**config.mk**
```make
export PLATFORM = sky130hd
export DESIGN_NAME = mem_access_controller
export DESIGN_NICKNAME = d
export VERILOG_FILES = /design/src/rtl/mem_access_controller.sv
export SDC_FILE = /design/constraint.sdc
export NUM_CORES = 1
export LEC_CHECK = 0
export BUFFER_PORTS_ARGS = -buffer_cell sky130_fd_sc_hd__buf_2
export CAP_MARGIN = 20
export CORE_MARGIN = 2
export CORE_UTILIZATION = 43
export CTS_CLUSTER_SIZE = 14
export DETAILED_ROUTE_END_ITERATION = 7
export GPL_ROUTABILITY_DRIVEN = 0
export HOLD_SLACK_MARGIN = 0.12
export PLACE_DENSITY = 0.73
export SYNTH_ARGS = -nofsm -noshare
export SYNTH_HDL_FRONTEND = slang
export SYNTH_SLANG_ARGS = --single-unit
```
**constraint.sdc**
```tcl
create_clock -name clk -period 2.4 [get_ports clk]
set_input_delay 0.36 -clock clk [delete_from_list [all_inputs] [get_ports clk]]
set_output_delay 0.36 -clock clk [all_outputs]
set_load 0.01 [all_outputs]
```
**src/rtl/mem_access_controller.sv**
```systemverilog
// MEM-stage data memory access controller.
// Issues word/byte loads and stores over a req/ack handshake, stalls the
// upstream pipeline while an access is outstanding, aligns load data and
// produces the MEM/WB pipeline register contents. Hung accesses are
// aborted after TIMEOUT_CYCLES cycles in REQ.
module mem_access_controller #(
  parameter int unsigned TIMEOUT_CYCLES = 16
) (
  input  logic        clk,
  input  logic        Reset,
  input  logic        MEM_valid,
  input  logic        MEM_load_instr,
  input  logic        MEM_mem_read_write,
  input  logic        MEM_mem_size,
  input  logic        MEM_RF_Enable,
  input  logic [31:0] MEM_A_O,
  input  logic [31:0] MEM_MUX3,
  input  logic [3:0]  MEM_Bit15_12,
  output logic        dm_req,
  output logic        dm_rw,
  output logic [31:0] dm_addr,
  output logic [31:0] dm_wdata,
  output logic [3:0]  dm_be,
  input  logic        dm_ack,
  input  logic [31:0] dm_rdata,
  output logic        mem_stall,
  output logic [31:0] WB_A_O,
  output logic [31:0] WB_Data_RAM_Out,
  output logic [3:0]  WB_Bit15_12,
  output logic        WB_load_instr,
  output logic        WB_RF_Enable,
  output logic        misalign_fault,
  output logic        bus_error
);

  localparam int unsigned CNT_W = 8;
  localparam logic [CNT_W-1:0] CNT_LAST = CNT_W'(TIMEOUT_CYCLES - 1);

  typedef enum logic {
    IDLE = 1'b0,
    REQ  = 1'b1
  } state_t;

  state_t             state_q, state_d;
  logic [CNT_W-1:0]   cnt_q, cnt_d;
  logic               req_q, req_d;
  logic               rw_q, rw_d;
  logic [31:0]        addr_q, addr_d;
  logic [31:0]        wdata_q, wdata_d;
  logic [3:0]         be_q, be_d;
  logic [1:0]         lane_q, lane_d;
  logic               byte_q, byte_d;
  logic [31:0]        wb_a_o_q, wb_a_o_d;
  logic [31:0]        wb_data_q, wb_data_d;
  logic [3:0]         wb_dst_q, wb_dst_d;
  logic               wb_load_q, wb_load_d;
  logic               wb_rfen_q, wb_rfen_d;
  logic               misalign_q, misalign_d;
  logic               bus_err_q, bus_err_d;

  logic               mem_op;
  logic               misaligned;
  logic               start_access;
  logic               timeout_hit;
  logic               wb_bubble;
  logic [31:0]        load_data;

  // Decode the instruction in EX/MEM and the abort condition.
  always_comb begin
    mem_op       = MEM_valid & (MEM_load_instr | MEM_mem_read_write);
    misaligned   = mem_op & ~MEM_mem_size & (MEM_A_O[1:0] != 2'b00);
    start_access = (state_q == IDLE) & mem_op & ~misaligned;
    timeout_hit  = (state_q == REQ) & ~dm_ack & (cnt_q == CNT_LAST);
    mem_stall    = start_access | ((state_q == REQ) & ~dm_ack & ~timeout_hit);
    wb_bubble    = mem_stall | timeout_hit | ((state_q == IDLE) & misaligned);
  end

  // Little-endian load alignment using the lane captured at issue.
  always_comb begin
    load_data = dm_rdata;
    if (byte_q) begin
      load_data = {24'b0, dm_rdata[{lane_q, 3'b000} +: 8]};
    end
  end

  // Next-state, memory request and WB register logic.
  always_comb begin
    state_d    = state_q;
    cnt_d      = cnt_q;
    req_d      = req_q;
    rw_d       = rw_q;
    addr_d     = addr_q;
    wdata_d    = wdata_q;
    be_d       = be_q;
    lane_d     = lane_q;
    byte_d     = byte_q;
    wb_a_o_d   = wb_a_o_q;
    wb_data_d  = wb_data_q;
    wb_dst_d   = wb_dst_q;
    wb_load_d  = wb_load_q;
    wb_rfen_d  = wb_rfen_q;
    misalign_d = 1'b0;
    bus_err_d  = bus_err_q;

    unique case (state_q)
      IDLE: begin
        if (start_access) begin
          state_d = REQ;
          cnt_d   = '0;
          req_d   = 1'b1;
          rw_d    = MEM_mem_read_write;
          addr_d  = {MEM_A_O[31:2], 2'b00};
          lane_d  = MEM_A_O[1:0];
          byte_d  = MEM_mem_size;
          if (MEM_mem_size) begin
            wdata_d = {4{MEM_MUX3[7:0]}};
            be_d    = 4'b0001 << MEM_A_O[1:0];
          end else begin
            wdata_d = MEM_MUX3;
            be_d    = 4'b1111;
          end
        end else if (misaligned) begin
          misalign_d = 1'b1;
        end
      end
      REQ: begin
        if (dm_ack) begin
          state_d   = IDLE;
          req_d     = 1'b0;
          wb_data_d = load_data;
        end else if (timeout_hit) begin
          state_d   = IDLE;
          req_d     = 1'b0;
          bus_err_d = 1'b1;
        end else begin
          cnt_d = cnt_q + CNT_W'(1);
        end
      end
      default: state_d = IDLE;
    endcase

    // Bubble keeps data fields, kills the write-back controls.
    if (wb_bubble) begin
      wb_rfen_d = 1'b0;
      wb_load_d = 1'b0;
    end else begin
      wb_a_o_d  = MEM_A_O;
      wb_dst_d  = MEM_Bit15_12;
      wb_load_d = MEM_valid & MEM_load_instr;
      wb_rfen_d = MEM_valid & MEM_RF_Enable;
    end
  end

  // State and output registers with synchronous reset.
  always_ff @(posedge clk) begin
    if (Reset) begin
      state_q    <= IDLE;
      cnt_q      <= '0;
      req_q      <= 1'b0;
      rw_q       <= 1'b0;
      addr_q     <= '0;
      wdata_q    <= '0;
      be_q       <= '0;
      lane_q     <= '0;
      byte_q     <= 1'b0;
      wb_a_o_q   <= '0;
      wb_data_q  <= '0;
      wb_dst_q   <= '0;
      wb_load_q  <= 1'b0;
      wb_rfen_q  <= 1'b0;
      misalign_q <= 1'b0;
      bus_err_q  <= 1'b0;
    end else begin
      state_q    <= state_d;
      cnt_q      <= cnt_d;
      req_q      <= req_d;
      rw_q       <= rw_d;
      addr_q     <= addr_d;
      wdata_q    <= wdata_d;
      be_q       <= be_d;
      lane_q     <= lane_d;
      byte_q     <= byte_d;
      wb_a_o_q   <= wb_a_o_d;
      wb_data_q  <= wb_data_d;
      wb_dst_q   <= wb_dst_d;
      wb_load_q  <= wb_load_d;
      wb_rfen_q  <= wb_rfen_d;
      misalign_q <= misalign_d;
      bus_err_q  <= bus_err_d;
    end
  end

  assign dm_req          = req_q;
  assign dm_rw           = rw_q;
  assign dm_addr         = addr_q;
  assign dm_wdata        = wdata_q;
  assign dm_be           = be_q;
  assign WB_A_O          = wb_a_o_q;
  assign WB_Data_RAM_Out = wb_data_q;
  assign WB_Bit15_12     = wb_dst_q;
  assign WB_load_instr   = wb_load_q;
  assign WB_RF_Enable    = wb_rfen_q;
  assign misalign_fault  = misalign_q;
  assign bus_error       = bus_err_q;

endmodule

```
==> qor.yml <==
outcome:
  run_status: "completed"
clock_network:
  htree_levels: 4
  cts_tree: "done"
  hold_buffers: 0
  clock_tree.root_cell: "clkbuf_16"
  clk_pin_slew_ps: 60
  worstSkewPairLatency_ps: 410
  cts_buffer_depth: 2
  cts_sinks: 152
  cts_made_buffers: 17
cells_and_area:
  area_delta_synth_final_pct: 33.91
  postLayoutCoreUtil_pct: 58.34
  diodes: 0
  finalNetCount: 1051
  final_common_cell: "buf_2"
  layout_common_cells: "buf_2 (247), nand2_1 (166), dfxtp_1 (152)"
  fill_cells: 1287
  drive_gt1_share_pct: 31.83
worst_setup_path:
  startpoint_type: "register"
  crit_fanout: 8
  end_kind: "output pin"
  critical_path_class: "reg -> out"
  crit_arrival_ps: 1890
  worstPathRequired_ps: 2040
sta:
  finalHoldViolCount: 0
  slew_headroom_pct: 59.50
  worst_slew_pin_slew_ps: 602.0
  setup_viol: 0
  clock_skew_ps: 9.585
  rsz0062_at_grt: "false"
  setup_slack_ps: 152.1
  report.final.slew_viol_count: 0
  finalSetupTns_ps: 0
  period_share_pct: 93.66
  timing.fmax_mhz: 444.9
  min_period_ps: 2248
power:
  swShare_pct: 25.00
  ir_drop_uv: 493.2
  pwr-share-seq_pct: 43.8
  p_int_uw: 4678
  p_switching_uw: 1559
  p_leak_uw: 0.003771
  p_clk_share_pct: 43.3
  p_comb_share_pct: 12.9
  powerDensity_nw_per_um2: 779.2
  power_uw: 6237
synth:
  synth-async-reset-ratio_pct: 0
  yosysUniqueCellTypes: 45
  synth_ff_type: "dfxtp_1"
  ys_seq_area_share_pct: 50.91
  syn_inst: 716
  synth_edf_count: 0
  ys_seq_elements: 152
  synth_area_um2: 5977
  yosys_warnings: 0
  syn_area_per_cell_um2: 8.348
  yosys-top-cells-area: "dfxtp_1 (51%), nand2_1 (10%), a21oi_1 (9.9%)"
  yosysTopAreaCell: "dfxtp_1"
  synth_top_area_share_pct: 50.91
global_routing:
  grt_pass1_wl_um: 26050
  grt_pass1_vias: 5075
  antenna_found_initial: 0
  grt-ovfl-total: 0
  grt_start_max_net_pins: 63
  track_usage_pct: 22.36
min_path:
  hp-class: "in -> reg"
place:
  place_ws_ps: 456.8
  port_buffers: 248
  dp_hpwl_um: 12250
detailed_routing:
  ant_nets: 0
  vias_per_cell: 5.103
  dr.first_iter.drc_count: 407
  vias: 5792
  drt_pass1_iterations: 7
  drcViolationCount: 0
  wl_per_cell_um: 15.29
  wirelength_um: 17350
flow_run:
  maxCapViolations: 0
floorplan:
  die_x_um: 121.9
  die_area_um2: 14860
  die_h_um: 121.9
  rows: 43
  core_area_um2: 13720
  io_pins: 251
  initial_core_util_pct: 43.57
what timing repair did:
item | CTS | global route
resized for setup | 0 | 1
buffers inserted | 0 | 0
hold endpoints to repair | 0 | 0
endpoints found under the setup margin | 0 | 1
cell usage after synthesis (2+ instances only):
| cell type | instances |
|---|---|
| nor2b_1 | 5 |
| nand3_1 | 9 |
| and4b_1 | 2 |
| and3_1 | 27 |
| a21oi_1 | 118 |
| buf_4 | 2 |
| o21bai_1 | 2 |
| clkbuf_1 | 43 |
| o21ai_0 | 2 |
| a2bb2oi_1 | 9 |
| a31oi_1 | 3 |
| dfxtp_1 | 152 |
| a211oi_1 | 27 |
| mux2i_1 | 32 |
| a311oi_1 | 2 |
| nor3_1 | 3 |
| o221ai_1 | 8 |
| nand2b_1 | 7 |
| nor4_1 | 2 |
| buf_2 | 14 |
| nor2_1 | 57 |
| inv_1 | 2 |
| nand2_1 | 166 |
sequential cells by signal, summed over array words and instances (netlist names), 2 cells and up:
register         flops
WB_A_O              32
WB_Bit15_12          4
WB_Data_RAM_Out     32
cnt_q                8
dm_addr             30
dm_be                4
dm_wdata            32
lane_q               2
path summary, 6_finish.rpt:
check,startpoint,endpoint,slack [ps],cells past startpoint
setup reg to reg,cnt_q[4],cnt_q[7],600,4
setup / recovery,cnt_q[4],mem_stall,150,4
hold reg to reg,WB_Data_RAM_Out[7],WB_Data_RAM_Out[7],450,2
hold / removal,MEM_Bit15_12[0],WB_Bit15_12[0],180,3
layer usage:
layer	global-route usage [%]	share of wire, %	vias to the layer above
li1	-	-	2913
met1	28.73	43	2641
met2	36.59	49	210
met3	5.946	6.8	28
met4	7.328	2.0	0
met5	0	0	-
power by group through the flow:
stage | sequential (µW) | clock, µW | combinational [µW]
final | 2730 | 2700 | 803
after detailed placement | 2790 | 0 | 804
after global routing | 2750 | 2870 | 880
after CTS | 2730 | 2750 | 807
after global placement | 2780 | 0 | 796
after floorplan | 2840 | 0 | 385
logic make-up after synthesis:
logic type                 after synthesis  share of synthesized area [%]
DFF                                    152                          50.91
and+or+nand+nor                        285                          20.49
other                                    1                        0.06274
xor gates and xnor gates                 1                         0.1466
muxes                                   33                          5.610
buffers and inverters                   62                          4.312
adders and majority gates                1                         0.2093
AOI/OAI and AO/OA                      181                          18.25
worst max-delay path, stage by stage, from the launching register on:
cell     delay, ps
dfxtp_1        340
or4_4          570
o21ai_4        250
nand2_1        150
buf_2          170
cell type report:
class                   count  area, µm²  area share (%)
flip-flops and latches    152       3043           38.02
multi-input cells         503       2709           33.84
repair buffers            266       1416           17.70
clock buffers              21      460.4           5.753
well taps                 180      225.2           2.814
clock inverters            11      142.6           1.782
inverters                   2      7.507         0.09379
per-stage QoR:
step           instances  hold WS (ps)  instance area (µm²)
2_1_floorplan        717         443.0                 5981
3_3_place_gp        1103         437.2                 7393
3_5_place_dp        1103         440.1                 7393
4_1_cts             1135         167.6                 7996
5_1_grt             1135         165.2                 8004
6_report            1135         182.2                 8004
(Power assumes the default switching activity.)
